[config.mk]
export PLATFORM = sky130hd
export DESIGN_NAME = shift_add_mac
export DESIGN_NICKNAME = d
export VERILOG_FILES = /design/src/rtl/shift_add_mac.sv
export SDC_FILE = /design/constraint.sdc
export NUM_CORES = 1
export LEC_CHECK = 0
export CORE_ASPECT_RATIO = 0.7
export CORE_MARGIN = 2
export CORE_UTILIZATION = 52
export CTS_CLUSTER_SIZE = 28
export DETAILED_ROUTE_END_ITERATION = 8
export HOLD_SLACK_MARGIN = 0.1
export MAX_ROUTING_LAYER = met4
export PLACE_DENSITY = 0.87
export SKIP_CTS_REPAIR_TIMING = 1
export SLEW_MARGIN = 20
export SYNTH_ARGS = -nofsm -noshare
export SYNTH_HDL_FRONTEND = slang
export SYNTH_SLANG_ARGS = --single-unit
[constraint.sdc]
create_clock -name CLK -period 3.32 [get_ports CLK]
set_input_delay 0.498 -clock CLK [delete_from_list [all_inputs] [get_ports CLK]]
set_output_delay 0.498 -clock CLK [all_outputs]
set_load 0.02 [all_outputs]
[src/rtl/shift_add_mac.sv]
// -----------------------------------------------------------------------------
// shift_add_mac
//
// Sequential unsigned shift-add multiplier with an addend:
//   PRODUCT = MULTIPLICAND * MULTIPLIER + ADDEND
// The result takes exactly WIDTH iterations, one per clock, after the
// acceptance edge. The addend is preloaded into the upper accumulator. After
// WIDTH right shifts it therefore lands unscaled in the product. This is
// what lets divisor*quotient+remainder rebuild a dividend.
//
// Ports
//   CLK           in   1        clock, rising edge
//   RST           in   1        asynchronous reset, active low
//   START         in   1        request, honoured in IDLE or DONE only
//   MULTIPLICAND  in   WIDTH    operand M, latched on acceptance
//   MULTIPLIER    in   WIDTH    operand Q, latched on acceptance
//   ADDEND        in   WIDTH    operand R, latched on acceptance
//   READY         out  1        result valid (level), falls on acceptance
//   PRODUCT       out  2*WIDTH  M*Q+R, held until the next result is written
// -----------------------------------------------------------------------------
module shift_add_mac #(
  parameter int WIDTH = 16
) (
  input  logic               CLK,
  input  logic               RST,
  input  logic               START,
  input  logic [WIDTH-1:0]   MULTIPLICAND,
  input  logic [WIDTH-1:0]   MULTIPLIER,
  input  logic [WIDTH-1:0]   ADDEND,
  output logic               READY,
  output logic [2*WIDTH-1:0] PRODUCT
);

  // The counter holds 0..WIDTH-1. One spare bit keeps it 5 bits wide for WIDTH=16.
  localparam int CW = $clog2(WIDTH) + 1;
  localparam logic [CW-1:0] LAST_COUNT = CW'(WIDTH - 1);

  typedef enum logic [1:0] {
    S_IDLE = 2'd0,  // no result since reset
    S_CALC = 2'd1,  // iterating
    S_DONE = 2'd2   // result valid
  } state_e;

  state_e               state_q,   state_d;
  logic                 c_q,       c_d;
  logic [WIDTH-1:0]     a_q,       a_d;
  logic [WIDTH-1:0]     qr_q,      qr_d;
  logic [WIDTH-1:0]     mr_q,      mr_d;
  logic [CW-1:0]        count_q,   count_d;
  logic                 ready_q,   ready_d;
  logic [2*WIDTH-1:0]   product_q, product_d;

  logic                 accept;
  logic                 last_iter;
  logic [WIDTH:0]       sum;        // {carry, A} after the conditional add
  logic [WIDTH-1:0]     a_shift;
  logic [WIDTH-1:0]     qr_shift;

  // A request is only taken when no operation is in flight. START during CALC
  // is dropped, not queued.
  assign accept    = START && (state_q != S_CALC);
  assign last_iter = (count_q == LAST_COUNT);

  // ---------------------------------------------------------------------------
  // State and datapath registers
  // ---------------------------------------------------------------------------
  // NOTE: every flop, datapath included, is cleared by the asynchronous reset.
  // As a result, an abort mid-CALC leaves no stale partial result behind and
  // needs no extra sequencing.
  always_ff @(posedge CLK or negedge RST) begin
    if (!RST) begin
      state_q   <= S_IDLE;
      c_q       <= 1'b0;
      a_q       <= '0;
      qr_q      <= '0;
      mr_q      <= '0;
      count_q   <= '0;
      ready_q   <= 1'b0;
      product_q <= '0;
    end else begin
      // NOTE: non-blocking assignments let every register sample the
      // pre-edge values of the others. This models real flops regardless of
      // statement order.
      state_q   <= state_d;
      c_q       <= c_d;
      a_q       <= a_d;
      qr_q      <= qr_d;
      mr_q      <= mr_d;
      count_q   <= count_d;
      ready_q   <= ready_d;
      product_q <= product_d;
    end
  end

  // ---------------------------------------------------------------------------
  // Next-state logic
  // ---------------------------------------------------------------------------
  always_comb begin
    // NOTE: the default assignment first means every path assigns state_d,
    // so no latch can be inferred.
    state_d = state_q;
    unique case (state_q)
      S_IDLE:  if (accept)    state_d = S_CALC;
      S_CALC:  if (last_iter) state_d = S_DONE;
      S_DONE:  if (accept)    state_d = S_CALC;
      default:                state_d = S_IDLE;
    endcase
  end

  // ---------------------------------------------------------------------------
  // One shift-add step
  // ---------------------------------------------------------------------------
  // C is zero between iterations because a zero is shifted into it. It is
  // still kept as the top bit of the adder input, so the 17-bit sum holds its
  // carry. That carry is then shifted down into A's MSB. Dropping it would
  // corrupt any step where A + Mr overflows WIDTH bits.
  always_comb begin
    sum      = {c_q, a_q} + {1'b0, (qr_q[0] ? mr_q : {WIDTH{1'b0}})};
    a_shift  = sum[WIDTH:1];
    qr_shift = {sum[0], qr_q[WIDTH-1:1]};
  end

  // ---------------------------------------------------------------------------
  // Datapath and output next values
  // ---------------------------------------------------------------------------
  always_comb begin
    c_d       = c_q;
    a_d       = a_q;
    qr_d      = qr_q;
    mr_d      = mr_q;
    count_d   = count_q;
    ready_d   = ready_q;
    product_d = product_q;

    unique case (state_q)
      S_IDLE, S_DONE: begin
        if (accept) begin
          // The addend seeds the upper half. WIDTH right shifts later it
          // sits unscaled in the result.
          mr_d    = MULTIPLICAND;
          qr_d    = MULTIPLIER;
          a_d     = ADDEND;
          c_d     = 1'b0;
          count_d = '0;
          // PRODUCT keeps the previous result until the new one is written.
          ready_d = 1'b0;
        end
      end

      S_CALC: begin
        c_d     = 1'b0;
        a_d     = a_shift;
        qr_d    = qr_shift;
        count_d = count_q + 1'b1;
        if (last_iter) begin
          product_d = {a_shift, qr_shift};
          ready_d   = 1'b1;
        end
      end

      default: ;
    endcase
  end

  assign READY   = ready_q;
  assign PRODUCT = product_q;

endmodule

# Word-level counts from Yosys, hierarchy flattened
# Index checks and enable logic that the tools add are counted.
# totals
output_inout_bits,33
inputBits,51
regBits,89
elab_cells,39
# op_classes
add_sub_neg,2
eq_ne,6
n_reduce_logical,9
muxes,14
# ops
op,count
16-bit one-hot mux with 2 select lines,2
16-bit two-way mux,3
17-bit by 16-bit adder with 17-bit output,1
5-bit one-hot mux with 2 select lines,1
2-bit AND reduction,4
"5-bit by 1-bit adder with 5-bit output, second input constant",1
"5-bit by 4-bit == test with 1-bit output, second input constant",1
5-bit two-way mux,1
2-bit two-way mux,2
"2-bit by 1-bit inequality test with 1-bit output, second input constant",2
1-bit one-hot mux with 2 select lines,2
2-bit one-hot mux with 2 select lines,1
3-bit AND reduction,1
"2-bit by 1-bit == test with 1-bit output, second input constant",1
"2-bit == test, second input constant",1
2-bit zero test,1
1-bit two-way mux,2
"2-bit inequality test, second input constant",1
2-bit nonzero test,1
2-bit OR reduction,1
1-bit logical AND,1

# Depth between registers and ports, before layout
# depth
word_depth,4
ltp_mapped,11
depth_no_buf,9

# Least setup slack after synthesis
# Ideal clock, no wire load.
# synth_timing
kind,reg-to-reg
start,register qr_q[0]
end,register product_q[29] (netlist: PRODUCT[29])
setup_ns,0.131
required_ns,3.189
arrival_ns,2.800
synth_period_minus_slack_ns,2.931
path_buffers,2
stages_incl_launch_ff,12
path_slack_ns,0.389
path_cell_list,dfrtp_1 clkbuf_1 and2_1 ha_1 fa_1 a21o_1 a31oi_2 nor3_1 or3_1 buf_6 o31a_1 or3_1
# synth_via
elab_chain_len,2
# synth_lines
element,line_no,rtl
"start, declared",47,"logic [WIDTH-1:0] qr_q, qr_d;"
"start signal, assigned",87,qr_q <= qr_d;
16-bit two-way mux,118,"sum = {c_q, a_q} + {1'b0, (qr_q[0] ? mr_q : {WIDTH{1'b0}})};"
17-bit by 16-bit adder with 17-bit output,118,
"end signal, assigned",91,product_q <= product_d;
"end, declared",51,"logic [2*WIDTH-1:0] product_q, product_d;"
# No other way between the ends.
# A chain may end at the register's enable or synchronous reset.

# Worst setup path in the final report
# layout_timing
start,register mr_q[0]
end,register product_q[29] (netlist: PRODUCT[29])
# layout_via
elab_chain_len,2
# layout_lines
element,line_no,rtl
"start, declared",48,"logic [WIDTH-1:0] mr_q, mr_d;"
"start signal, assigned",88,mr_q <= mr_d;
16-bit two-way mux,118,
17-bit by 16-bit adder with 17-bit output,118,
# No other way between the ends.

==> results.sh <==
export IMPL_status="finished, final reports clean"
export IMPL_grt_usage=0.268
export IMPL_max_cap_violations=0
export IMPL_ys_top_cells_by_count="nand2_1 (126), dfrtp_1 (88), nor2_1 (42)"
export IMPL_post_synthesis_net_count=541
export IMPL_number_of_global_route_vias_before_repair=3710
export IMPL_numCtsBuffers=9
export IMPL_cp_arrival_ns=3.20
export IMPL_hold_viol=0
export IMPL_area_growth_syn_to_layout_pct=28.9
export IMPL_detail_route_vias_per_cell=5.61
export IMPL_post_route_min_period_ns=2.98
export IMPL_num_vias=3682
export IMPL_path_clk_slew_ns=0.06
export IMPL_cts_root_buffer_cell="clkbuf_16"
export IMPL_antenna_found_initial=0
export IMPL_crit_path_start_kind="register"
export IMPL_min_delay_path_class="in2async"
export IMPL_launching_element_of_the_worst_setup_path="mr_q[0]$_DFFE_PN0P_"
export IMPL_synth_cell_types=44
export IMPL_die_width_um=113
export IMPL_fmax_ghz=0.335
export IMPL_clock_latency_ns=0.35
export IMPL_place_congestion=0.933
export IMPL_finalWirelength_mm=11.0
export IMPL_fp_dieH_um=80.0
export IMPL_maxSlewViolCount=0
export IMPL_ys_top_cells_by_area="dfrtp_1 (51%), nand2_1 (11%), ha_1 (5.2%), o21ai_0 (4.2%), nor2_1 (3.7%)"
export IMPL_insertedDiodeCount=0
export IMPL_slew_headroom=0.437
export IMPL_grt_max_degree=89
export IMPL_reg2reg_slack_ns=0.34
export IMPL_global_route_overflow_total=0
export IMPL_row_count=27
export IMPL_cp_required_ns=3.54
export IMPL_floorplan_die_area_um2=9010
export IMPL_critPathKind="reg2reg"
export IMPL_powerDensity_nw_per_um2=1060
export IMPL_worstRegToRegCells=9
export IMPL_synth_yosys_seq_area_share=0.513
export IMPL_yosysTopAreaCellShare=0.513
export IMPL_route_detailed_wl_per_inst_um=16.8
export IMPL_crit_path_max_fanout=7
export IMPL_finClkSkew_ns=0.00557
export IMPL_grt_first_pass_wirelength_mm=18.1
export IMPL_synthesis_instances=471
export IMPL_cts_buffer_depth=2
export IMPL_fin_total_pwr_w=0.00584
export IMPL_unrepaired_setup_endpoints_after_global_routing="no"
export IMPL_half_perimeter_wire_length_after_placement_mm=7.43
export IMPL_htreeDepth=3
export IMPL_average_instance_area_after_synthesis_um2=9.11
export IMPL_tritoncts_sink_count=88
export IMPL_drt_iter0_markers=312
export IMPL_syn_cell_area_um2=4290
export IMPL_ir_worst_vdd_mv=0.544
export IMPL_post_synth_top_area_cell="dfrtp_1"
export IMPL_synth_async_reset_ratio=1.00
export IMPL_layout_worst_path_cycle_share=0.898
export IMPL_dominantRegCellSynth="dfrtp_1"
export IMPL_ys_warn_count=0
export IMPL_count_of_endpoints_failing_setup_in_the_final_report=0
export IMPL_cts_tree="yes"
export IMPL_share_of_final_layout_standard_cells_stronger_than_drive_strength_1=0.0541
export IMPL_core_region_area_um2=7940
export IMPL_totalNegativeSetupSlack_ns=0
export IMPL_floorplan_initialDensity=0.541
export IMPL_leakage_power_figure_nw=2.58
export IMPL_drt_antenna_violating_nets=0
export IMPL_timing_critical_path_to_type="register"
export IMPL_synth_enable_flop_cells=0
export IMPL_portBuffers=83
export IMPL_rr_endpoint="PRODUCT[29]$_DFFE_PN0P_"
export IMPL_crit_reg2reg_launch="mr_q[0]$_DFFE_PN0P_"
export IMPL_postSynthRegisterBits=88
export IMPL_drt_drc_violations_left=0
export IMPL_yosys_cell_count_top_type="nand2_1"
export IMPL_max_slew_worst_pin_slew_ns=0.844
export IMPL_num_io_pins=84
export IMPL_drtPass1Iterations=4
export IMPL_design_final_nets=620
## state kept, by name, indices dropped and copies added (netlist names)
| register | cells |
|---|---|
| qr_q | 16 |
| state_q | 2 |
| count_q | 5 |
| READY | 1 |
| mr_q | 16 |
| PRODUCT | 32 |
| a_q | 16 |
## layer usage
| metal | up-vias | part of all wire | track usage |
|---|---|---|---|
| met4 | 0 | 0.017 | 0.0878 |
| met2 | 127 | 0.48 | 0.426 |
| met1 | 1760 | 0.45 | 0.344 |
| met3 | 16 | 0.057 | 0.0638 |
| li1 | 1779 | - | - |
| met5 | - | 0 | - |
## worst max-delay path, cell delays in order, from the launching register on
cell	delay, ns
dfrtp_1	0.39
and2_1	0.16
ha_1	0.22
fa_1	0.42
a21o_1	0.24
a31oi_2	0.26
nor3_1	0.07
or3_1	0.46
o31a_1	0.28
or3_1	0.36
## cells by family (layout without fill, tap and decap cells)
group                      count (synthesis)  after routing  share of synthesized area
adders and majority gates                 19             19                     0.0571
buffers and inverters                     28            112                     0.0262
and+or+nand+nor                          213            213                      0.210
muxes                                      2              2                    0.00466
xor gates and xnor gates                  11             11                     0.0224
DFF                                       88             88                      0.513
AOI/OAI and AO/OA                        110            110                      0.166
## through the flow
stage / worst slack, ns / hold WS, ns / cell area (um^2) / utilization / cells
finish: 0.337 / 0.196 / 5530 / 0.697 / 656
global route: 0.212 / 0.284 / 5530 / 0.697 / 656
CTS: 0.345 / 0.411 / 5530 / 0.696 / 656
detailed placement: 0.376 / 0.458 / 5220 / 0.658 / 640
global placement: 0.492 / 0.450 / 5220 / 0.658 / 640
floorplan: 0.389 / 0.202 / 4290 / - / 471
## layout by cell type, fill, tap and decap left out, drive strengths merged, types with 3 or more instances in the layout
cell,count
nand2,126
dfrtp,88
clkdlybuf4s50,82
nor2,42
o21ai,36
o22ai,18
ha,18
and2,17
a21oi,12
a22oi,11
clkbuf,11
buf,10
a21o,8
xor2,6
xnor2,5
nor2b,5
nand2b,4
nand3,4
nor3,4
inv,4
and3,3
nand4,3
a22o,3
o31a,3
or3,3
a211oi,3
## worst max path at each step
stage	endpoint	cells past startpoint	slack, ns
2_1_floorplan	PRODUCT[29]$_DFFE_PN0P_	11	0.39
3_3_place_gp	PRODUCT[29]$_DFFE_PN0P_	9	0.49
3_5_place_dp	PRODUCT[29]$_DFFE_PN0P_	9	0.38
4_1_cts	PRODUCT[29]$_DFFE_PN0P_	9	0.35
5_1_grt	PRODUCT[29]$_DFFE_PN0P_	9	0.21
6_report	PRODUCT[29]$_DFFE_PN0P_	9	0.34
## final cells by class
cell class | count | area [um^2]
clock buffers | 11 | 253
clock inverters | 5 | 55.1
fillers | 607 | 2410
inverters | 4 | 15.0
multi-input cells | 355 | 1980
flip-flops and latches | 88 | 2200
well taps | 101 | 126
repair buffers | 92 | 900
## report_power, final
part,leakage [nW],switching [W],internal [W],total [W]
sequential,1.10,0.000340,0.00158,0.00192
clock,0.148,0.000418,0.000621,0.00104
combinational,1.34,0.00163,0.00124,0.00288
Note: power is estimated with default switching activity, not from simulation.
